$ cat src/rtl/golomb_len_arbiter.sv
// golomb_len_arbiter: two requesters (0 = DC path, 1 = AC run/level path) share
// one exp-Golomb codeword length unit through a round-robin arbiter.
// Results come back with the requester id after a 2-stage pipeline. The block
// also keeps a per-requester bit total for each slice and runs the
// slice start / drain / done handshake for the slice packer.
module golomb_len_arbiter #(
   parameter int TOTAL_W = 32,
   parameter int SAT_EN  = 1
) (
   input  logic               clk,
   input  logic               reset_n,
   input  logic               slice_start,
   input  logic               slice_end,
   input  logic               r0_valid,
   output logic               r0_ready,
   input  logic [31:0]        r0_val,
   input  logic [2:0]         r0_k,
   input  logic               r0_setbit,
   input  logic               r1_valid,
   output logic               r1_ready,
   input  logic [31:0]        r1_val,
   input  logic [2:0]         r1_k,
   input  logic               r1_setbit,
   output logic               res_valid,
   output logic               res_id,
   output logic [31:0]        res_len,
   output logic [31:0]        res_sum,
   output logic [TOTAL_W-1:0] total0,
   output logic [TOTAL_W-1:0] total1,
   output logic               slice_done,
   output logic               busy
);

   typedef enum logic [1:0] {ST_IDLE, ST_RUN, ST_DRAIN, ST_DONE} state_t;

   state_t      state, state_nxt;
   logic        rr_last;              // id granted most recently
   logic        grant0, grant1, accept, acc_id;
   logic [31:0] mux_val;
   logic [2:0]  mux_k;
   logic        mux_setbit;

   // stage 1: tag plus registered sum
   logic        s1_v, s1_id, s1_setbit;
   logic [32:0] s1_sum;
   logic [2:0]  s1_k;
   // stage 2: tag plus registered length and sum
   logic        s2_v, s2_id;
   logic [31:0] s2_len, s2_sum;

   logic [5:0]  s1_msb;
   logic [31:0] cw_len;

   // Bit position of the highest set bit (sum >= 1 whenever it matters).
   function automatic logic [5:0] msb_index(input logic [32:0] x);
      logic [5:0] idx;
      idx = '0;
      for (int i = 0; i < 33; i++) begin
         if (x[i]) idx = 6'(i);
      end
      return idx;
   endfunction

   // Adds a length to a total, clamping or wrapping at TOTAL_W bits.
   function automatic logic [TOTAL_W-1:0] acc_add(input logic [TOTAL_W-1:0] a,
                                                  input logic [31:0] len);
      logic [TOTAL_W:0] s;
      s = {1'b0, a} + {1'b0, TOTAL_W'(len)};
      if ((SAT_EN != 0) && s[TOTAL_W]) return '1;
      return s[TOTAL_W-1:0];
   endfunction

   // Round-robin grant, live only in RUN while no slice_end is pending.
   always_comb begin
      // NOTE: every signal gets a default first so no path leaves it unassigned (no latch).
      grant0 = 1'b0;
      grant1 = 1'b0;
      if (state == ST_RUN && !slice_end) begin
         if (r0_valid && r1_valid) begin
            if (rr_last) grant0 = 1'b1;
            else         grant1 = 1'b1;
         end else begin
            grant0 = r0_valid;
            grant1 = r1_valid;
         end
      end
   end

   assign r0_ready = grant0;
   assign r1_ready = grant1;
   assign accept   = grant0 | grant1;
   assign acc_id   = grant1;

   // Operand mux: requester 1 only when granted, otherwise requester 0's fields.
   always_comb begin
      mux_val    = r0_val;
      mux_k      = r0_k;
      mux_setbit = r0_setbit;
      if (grant1) begin
         mux_val    = r1_val;
         mux_k      = r1_k;
         mux_setbit = r1_setbit;
      end
   end

   // Exp-Golomb order-k length: 2*floor(log2(val + 2^k)) + 1 - k, plus 2 for setbit.
   assign s1_msb = msb_index(s1_sum);
   assign cw_len = {25'd0, s1_msb, 1'b0} + 32'd1 - {29'd0, s1_k} + {30'd0, s1_setbit, 1'b0};

   // FSM next state and state-decoded outputs.
   always_comb begin
      state_nxt  = state;
      slice_done = 1'b0;
      busy       = (state != ST_IDLE);
      case (state)
         ST_IDLE:  if (slice_start) state_nxt = ST_RUN;
         ST_RUN:   if (slice_end)   state_nxt = ST_DRAIN;
         ST_DRAIN: if (!s1_v && !s2_v) state_nxt = ST_DONE;
         ST_DONE: begin
            slice_done = 1'b1;
            state_nxt  = ST_IDLE;
         end
         default:  state_nxt = ST_IDLE;
      endcase
   end

   // State register and round-robin pointer.
   always_ff @(posedge clk or negedge reset_n) begin
      // NOTE: sequential state uses non-blocking assignments so every register samples pre-edge values.
      if (!reset_n) begin
         state   <= ST_IDLE;
         rr_last <= 1'b0;
      end else begin
         state <= state_nxt;
         if (accept) rr_last <= acc_id;
      end
   end

   // Two-stage pipeline carrying the {valid,id} tag alongside the unit's data.
   always_ff @(posedge clk or negedge reset_n) begin
      if (!reset_n) begin
         s1_v      <= 1'b0;
         s1_id     <= 1'b0;
         s1_sum    <= '0;
         s1_k      <= '0;
         s1_setbit <= 1'b0;
         s2_v      <= 1'b0;
         s2_id     <= 1'b0;
         s2_len    <= '0;
         s2_sum    <= '0;
      end else begin
         s1_v      <= accept;
         s1_id     <= acc_id;
         s1_sum    <= {1'b0, mux_val} + (33'd1 << mux_k);
         s1_k      <= mux_k;
         s1_setbit <= mux_setbit;
         s2_v      <= s1_v;
         s2_id     <= s1_id;
         s2_len    <= cw_len;
         s2_sum    <= s1_sum[31:0];
      end
   end

   assign res_valid = s2_v;
   assign res_id    = s2_id;
   assign res_len   = s2_v ? s2_len : 32'd0;
   assign res_sum   = s2_v ? s2_sum : 32'd0;

   // Per-requester totals: cleared by an honoured slice_start, bumped by each result.
   always_ff @(posedge clk or negedge reset_n) begin
      if (!reset_n) begin
         total0 <= '0;
         total1 <= '0;
      end else if (state == ST_IDLE && slice_start) begin
         total0 <= '0;
         total1 <= '0;
      end else if (s2_v) begin
         if (s2_id) total1 <= acc_add(total1, s2_len);
         else       total0 <= acc_add(total0, s2_len);
      end
   end

endmodule

$ cat config.mk
export PLATFORM = sky130hd
export DESIGN_NAME = golomb_len_arbiter
export DESIGN_NICKNAME = d
export VERILOG_FILES = /design/src/rtl/golomb_len_arbiter.sv
export SDC_FILE = /design/constraint.sdc
export NUM_CORES = 1
export LEC_CHECK = 0
export CAP_MARGIN = 10
export CORE_MARGIN = 2
export CORE_UTILIZATION = 30
export DETAILED_ROUTE_END_ITERATION = 12
export PLACE_DENSITY = 0.57
export SLEW_MARGIN = 20
export SYNTH_ARGS = -nofsm -noshare
export SYNTH_HDL_FRONTEND = slang
export SYNTH_SLANG_ARGS = --single-unit
$ cat constraint.sdc
create_clock -name clk -period 10.8 [get_ports clk]
set_clock_uncertainty 0.15 [all_clocks]
set_input_delay 2.16 -clock clk [delete_from_list [all_inputs] [get_ports clk]]
set_output_delay 2.16 -clock clk [all_outputs]
set_load 0.01 [all_outputs]
* Word-level counts from Yosys, hierarchy flattened *
Cells that the tools add are included.

word-level totals
  flip-flop bits (word level) = 150
  output and inout port bits = 134
  word-level logic and storage cells = 108

operators by class
  add/sub/neg operators = 6
  equal/unequal tests = 7
  shifts and indexed selects = 1
  muxes and demuxes = 66
  bitwise logic cells = 1
  reductions and logical operators = 14

operator list
  kind                                                                   number
  32-bit two-way mux                                                     13
  6-bit two-way mux                                                      31
  32-bit by 32-bit adder with 33-bit output                              2
  32-bit by 33-bit adder with 33-bit output                              1
  1-bit by 3-bit << shifter with 33-bit output, first input constant     1
  1-bit two-way mux                                                      17
  9-bit by 3-bit adder with 10-bit output                                1
  8-bit by 3-bit subtractor with 9-bit output                            1
  7-bit by 1-bit adder with 8-bit output, second input constant          1
  2-bit case mux with 4 select lines                                     1
  2-bit two-way mux                                                      3
  2-bit != test, second input constant                                   3
  2-bit nonzero test                                                     3
  2-bit equality test, second input constant                             2
  1-bit logical AND                                                      4
  2-bit AND reduction                                                    2
  1-bit zero test                                                        3
  3-bit two-way mux                                                      1
  3-bit AND reduction                                                    1
  2-bit by 1-bit equality test with 1-bit output, second input constant  1
  2-bit zero test                                                        1
  2-bit by 1-bit != test with 1-bit output, second input constant        1
  1-bit bitwise OR                                                       1

* Logic depth before layout (Yosys ltp) *
  depth in word-level cells = 35
  depth in mapped cells = 23

* Worst setup path before layout *
No wires, ideal clock.

  path kind = in2reg
  from = in slice_end
  to = reg s1_sum[28]
  library setup time = 0.126 ns
  data arrival time = 5.796 ns
  data required time = 10.524 ns
  slack = 4.728 ns
  stages = 21
  path buffers = 3
  cell sequence = nor2b_2 > nand2_1 > a21o_1 > inv_2 > buf_2 > buf_2 > clkbuf_1 > nand2_1 > nand2_1 > ha_1 > inv_1 > fa_1 > nor2b_1 > o21ai_0 > a21boi_0 > o21a_1 > o2111ai_1 > a21oi_2 > and4_1 > nand2_1 > xor2_1

between the ends
  cells in the longest elaborated chain, start to end = 6
  elaborated cells on any way between the ends = 7

RTL lines
  what                                          RTL line  text
  start: declaration                            13        input logic slice_end,
  1-bit zero test *                             78        if (state == ST_RUN && !slice_end) begin
  1-bit logical AND *                           78
  1-bit two-way mux *                           78
  named net r1_ready                            20        output logic r1_ready,
  3-bit two-way mux                             99        if (grant1) begin
  1-bit by 3-bit << shifter with 33-bit output  154       s1_sum <= {1'b0, mux_val} + (33'd1 << mux_k);
  32-bit by 33-bit adder with 33-bit output *   154
  end signal: assignment                        154
  end: declaration                              45        logic [32:0] s1_sum;

Mark *: on every way through the listed nets, which the timed path passes. The rest lies on a longest branch.
A chain may end at the register's enable or synchronous reset.

* Worst setup path after layout *
  from = in slice_end
  to = out r1_ready

between the ends
  cells in the longest elaborated chain, start to end = 3

RTL lines
  what               RTL line
  1-bit zero test    78
  1-bit logical AND  78
  1-bit two-way mux  78
  end: declaration   20

Every way passes these cells.

==> results.md <==
* IO Pins at 212
* WS Path Type: primary input to output port
* EDFF count, synth at 0
* Share of layout cells above drive strength 1 at 4.56%
* Period utilisation layout at 63.5%
* Setup violations, final at 0
* Util after Layout at 38.8%
* Initial cell density of the core at 30.3%
* First-pass GRT wire length at 47.0 mm
* Via count at 9267
* Synth cell types at 76
* Setup bufs post-CTS at 0
* Register area at 3750 um^2
* Post-layout minimum cycle time at 6.85 ns
* Area Growth Syn to Fin at 28.2%
* Max-Cap Viols at 0
* Synth area leaders: dfrtp_1, ha_1, nand2_1
* CTS Sinks at 150
* Vias per cell at 4.91
* DRT iter0 DRCs at 461
* DP Cell Count at 1857
* Max Freq at 146 MHz
* Worst vdd ir at 111 uV
* CP max stage delay at 0.65 ns
* Critical Path RT at 8.49 ns
* Die Ht at 193 um
* Outcome: finished clean
* Clock Latency Late Sink at 0.42 ns
* Placed inst area at 13100 um^2
* Multi-input gate area at 6450 um^2
* Synth Instances at 1233
* RSZ-0062 raised after global routing: no
* Post-synth top cells: nand2_1, dfrtp_1, o21ai_0
* CTS tree: built
* Cells along the critical path: clkdlybuf4s50_1 -> nor2b_2 -> nand2_1 -> a21o_1 -> buf_4 -> inv_2 -> buf_4 -> clkdlybuf4s50_1
* Sw Share at 35.3%
* PwrDens at 139 nW/um^2
* WL final at 29.5 mm
* CORE AREA at 35300 um^2
* Post-route cell area at 13700 um^2
* Synth area leader: dfrtp_1
* Root Buffer Master: clkbuf_16
* Placer Congestion at 0.882
* Port Buffers at 211
* Part of the power in registers at 37.8%
* CTS buffer count at 17
* Clock share of power at 29.5%
* Mapped Nets at 1400
* Leak at 6.28 nW
* Vias in the first global route at 9122
* Ys flop type: dfrtp_1
* Post-Syn Area at 10700 um^2
* Num rows at 69
* Crit path buf inv count at 5
* Net Sw Power at 0.000673 W
* Clock transition at path regs at 0.07 ns
* Finished Layout Cells at 1889
* TNS Setup at 0 ns
* Antenna violations before repair at 0
* Synth top area share at 35.1%
* Syn. warnings at 0
* Hold Path Class: flip-flop to flip-flop
* Final Max Tran Viols at 0
* Max-Slew Margin vs Limit at 28.7%
* DIE WIDTH at 193 um
* Max FO, Critical Path at 41
* #FFs+latches synth at 150
* Cell with the most instances after synthesis: nand2_1
* Synth async-reset ratio at 100%
* Die area at 37100 um^2
* CP delay by family, top: buffers and inverters
* Critical path's slowest cell: clkdlybuf4s50_1
* DP HPWL at 22.5 mm
* DR WL/cell at 15.6 um
* Largest net degree at the start of global routing at 90
* Hold buffers post-CTS at 0
* DRT Pass-1 Iters at 5
* Logic pwr share at 32.8%
* P_int at 0.00123 W
* Final Total Pwr at 0.00191 W
* Crit path capture type: output port
* Syn_area_per_cell at 8.66 um^2
* Crit path DAT at 4.54 ns
* Antenna viol nets, final at 0
* CTS max path bufs at 2
* Register area share after synthesis at 35.1%
* H-tree depth at 4
* FILL cells at 3515
* Grt ovf at 0
* Endpoints failing hold at 0
* Residual DRC at 0
* Post-CTS sizing at 0
* Tightest Pin Transition at 1.07 ns
* Fin nets at 1582
* GRT Util Overall at 16.0%
* Startpoint Class: primary input
[worst reg2reg max path, delay by kind of cell, from the launching register on]
kind | cells | cell delay [ns]
mux | 1 | 0.52
simple gates | 7 | 1.08
xor+xnor | 1 | 0.16
compound gates | 6 | 1.34
buf+inv | 4 | 0.57
fa+ha+maj | 3 | 0.75
flops | 1 | 0.41
[final timing paths]
kind,startpoint,to,slack (ns),cells after the start
setup / recovery,slice_end,r1_ready,3.95,8
hold / removal,s1_sum[0],s2_sum[0],0.21,0
setup reg to reg,state[1],s1_sum[28],5.71,22
hold reg to reg,s1_sum[0],s2_sum[0],0.21,0
max in group asynchronous,reset_n,s2_sum[26],7.52,2
min in group asynchronous,reset_n,total1[23],1.68,1
[cell usage in the layout, fill, tap and decap left out, types with 49 or more instances in the layout]
master,instances
nor2_1,66
xnor2_1,50
o21ai_0,89
and2_1,49
a21oi_1,69
nand2_1,208
clkdlybuf4s50_1,210
ha_1,85
dfrtp_1,150
inv_1,51
[flip-flops by register name, indices dropped and copies added, names as in the netlist, 2 cells and up]
register / flops
s2_len: 10
state: 2
s1_sum: 33
total0: 32
total1: 32
s1_k: 3
s2_sum: 32
[layout make-up]
type	instances	area share (%)
multi-input combinational	975	47.1
sequential	150	27.4
timing repair buffer	219	15.9
tap	461	4.21
clock buffer	18	3.13
inverter	52	1.43
clock inverter	13	0.813
antenna	1	0.0183
[per-layer routing]
| metal | track usage, % | vias up | wire (um) |
|---|---|---|---|
| li1 | - | 4676 | - |
| met1 | 21.0 | 4316 | 13700 |
| met3 | 2.16 | 19 | 1360 |
| met4 | 3.93 | 0 | 297 |
| met5 | 0 | - | 0 |
| met2 | 27.6 | 256 | 14100 |
[stage by stage]
step	hold WS [ns]	worst slack, ns
detailed placement	0.194	3.85
global route	0.223	3.79
finish	0.211	3.95
floorplan	0.181	4.73
global placement	0.188	3.98
CTS	0.220	3.93
[cell families after synthesis]
| logic type | count (synthesis) | synth area share (%) |
|---|---|---|
| flops | 150 | 35.1 |
| compound gates | 312 | 19.0 |
| mux | 37 | 3.63 |
| simple gates | 449 | 19.6 |
| fa+ha+maj | 89 | 10.7 |
| xor+xnor | 88 | 7.22 |
| buf+inv | 108 | 4.65 |
[power groups by stage]
stage	registers, W	logic (W)	clock network (W)
floorplan	0.000702	0.000397	0
global placement	0.000731	0.000622	0
detailed placement	0.000734	0.000627	0
CTS	0.000723	0.000630	0.000584
global route	0.000734	0.000699	0.000608
finish	0.000720	0.000624	0.000561
No activity file was read; power rests on OpenSTA's default activity.
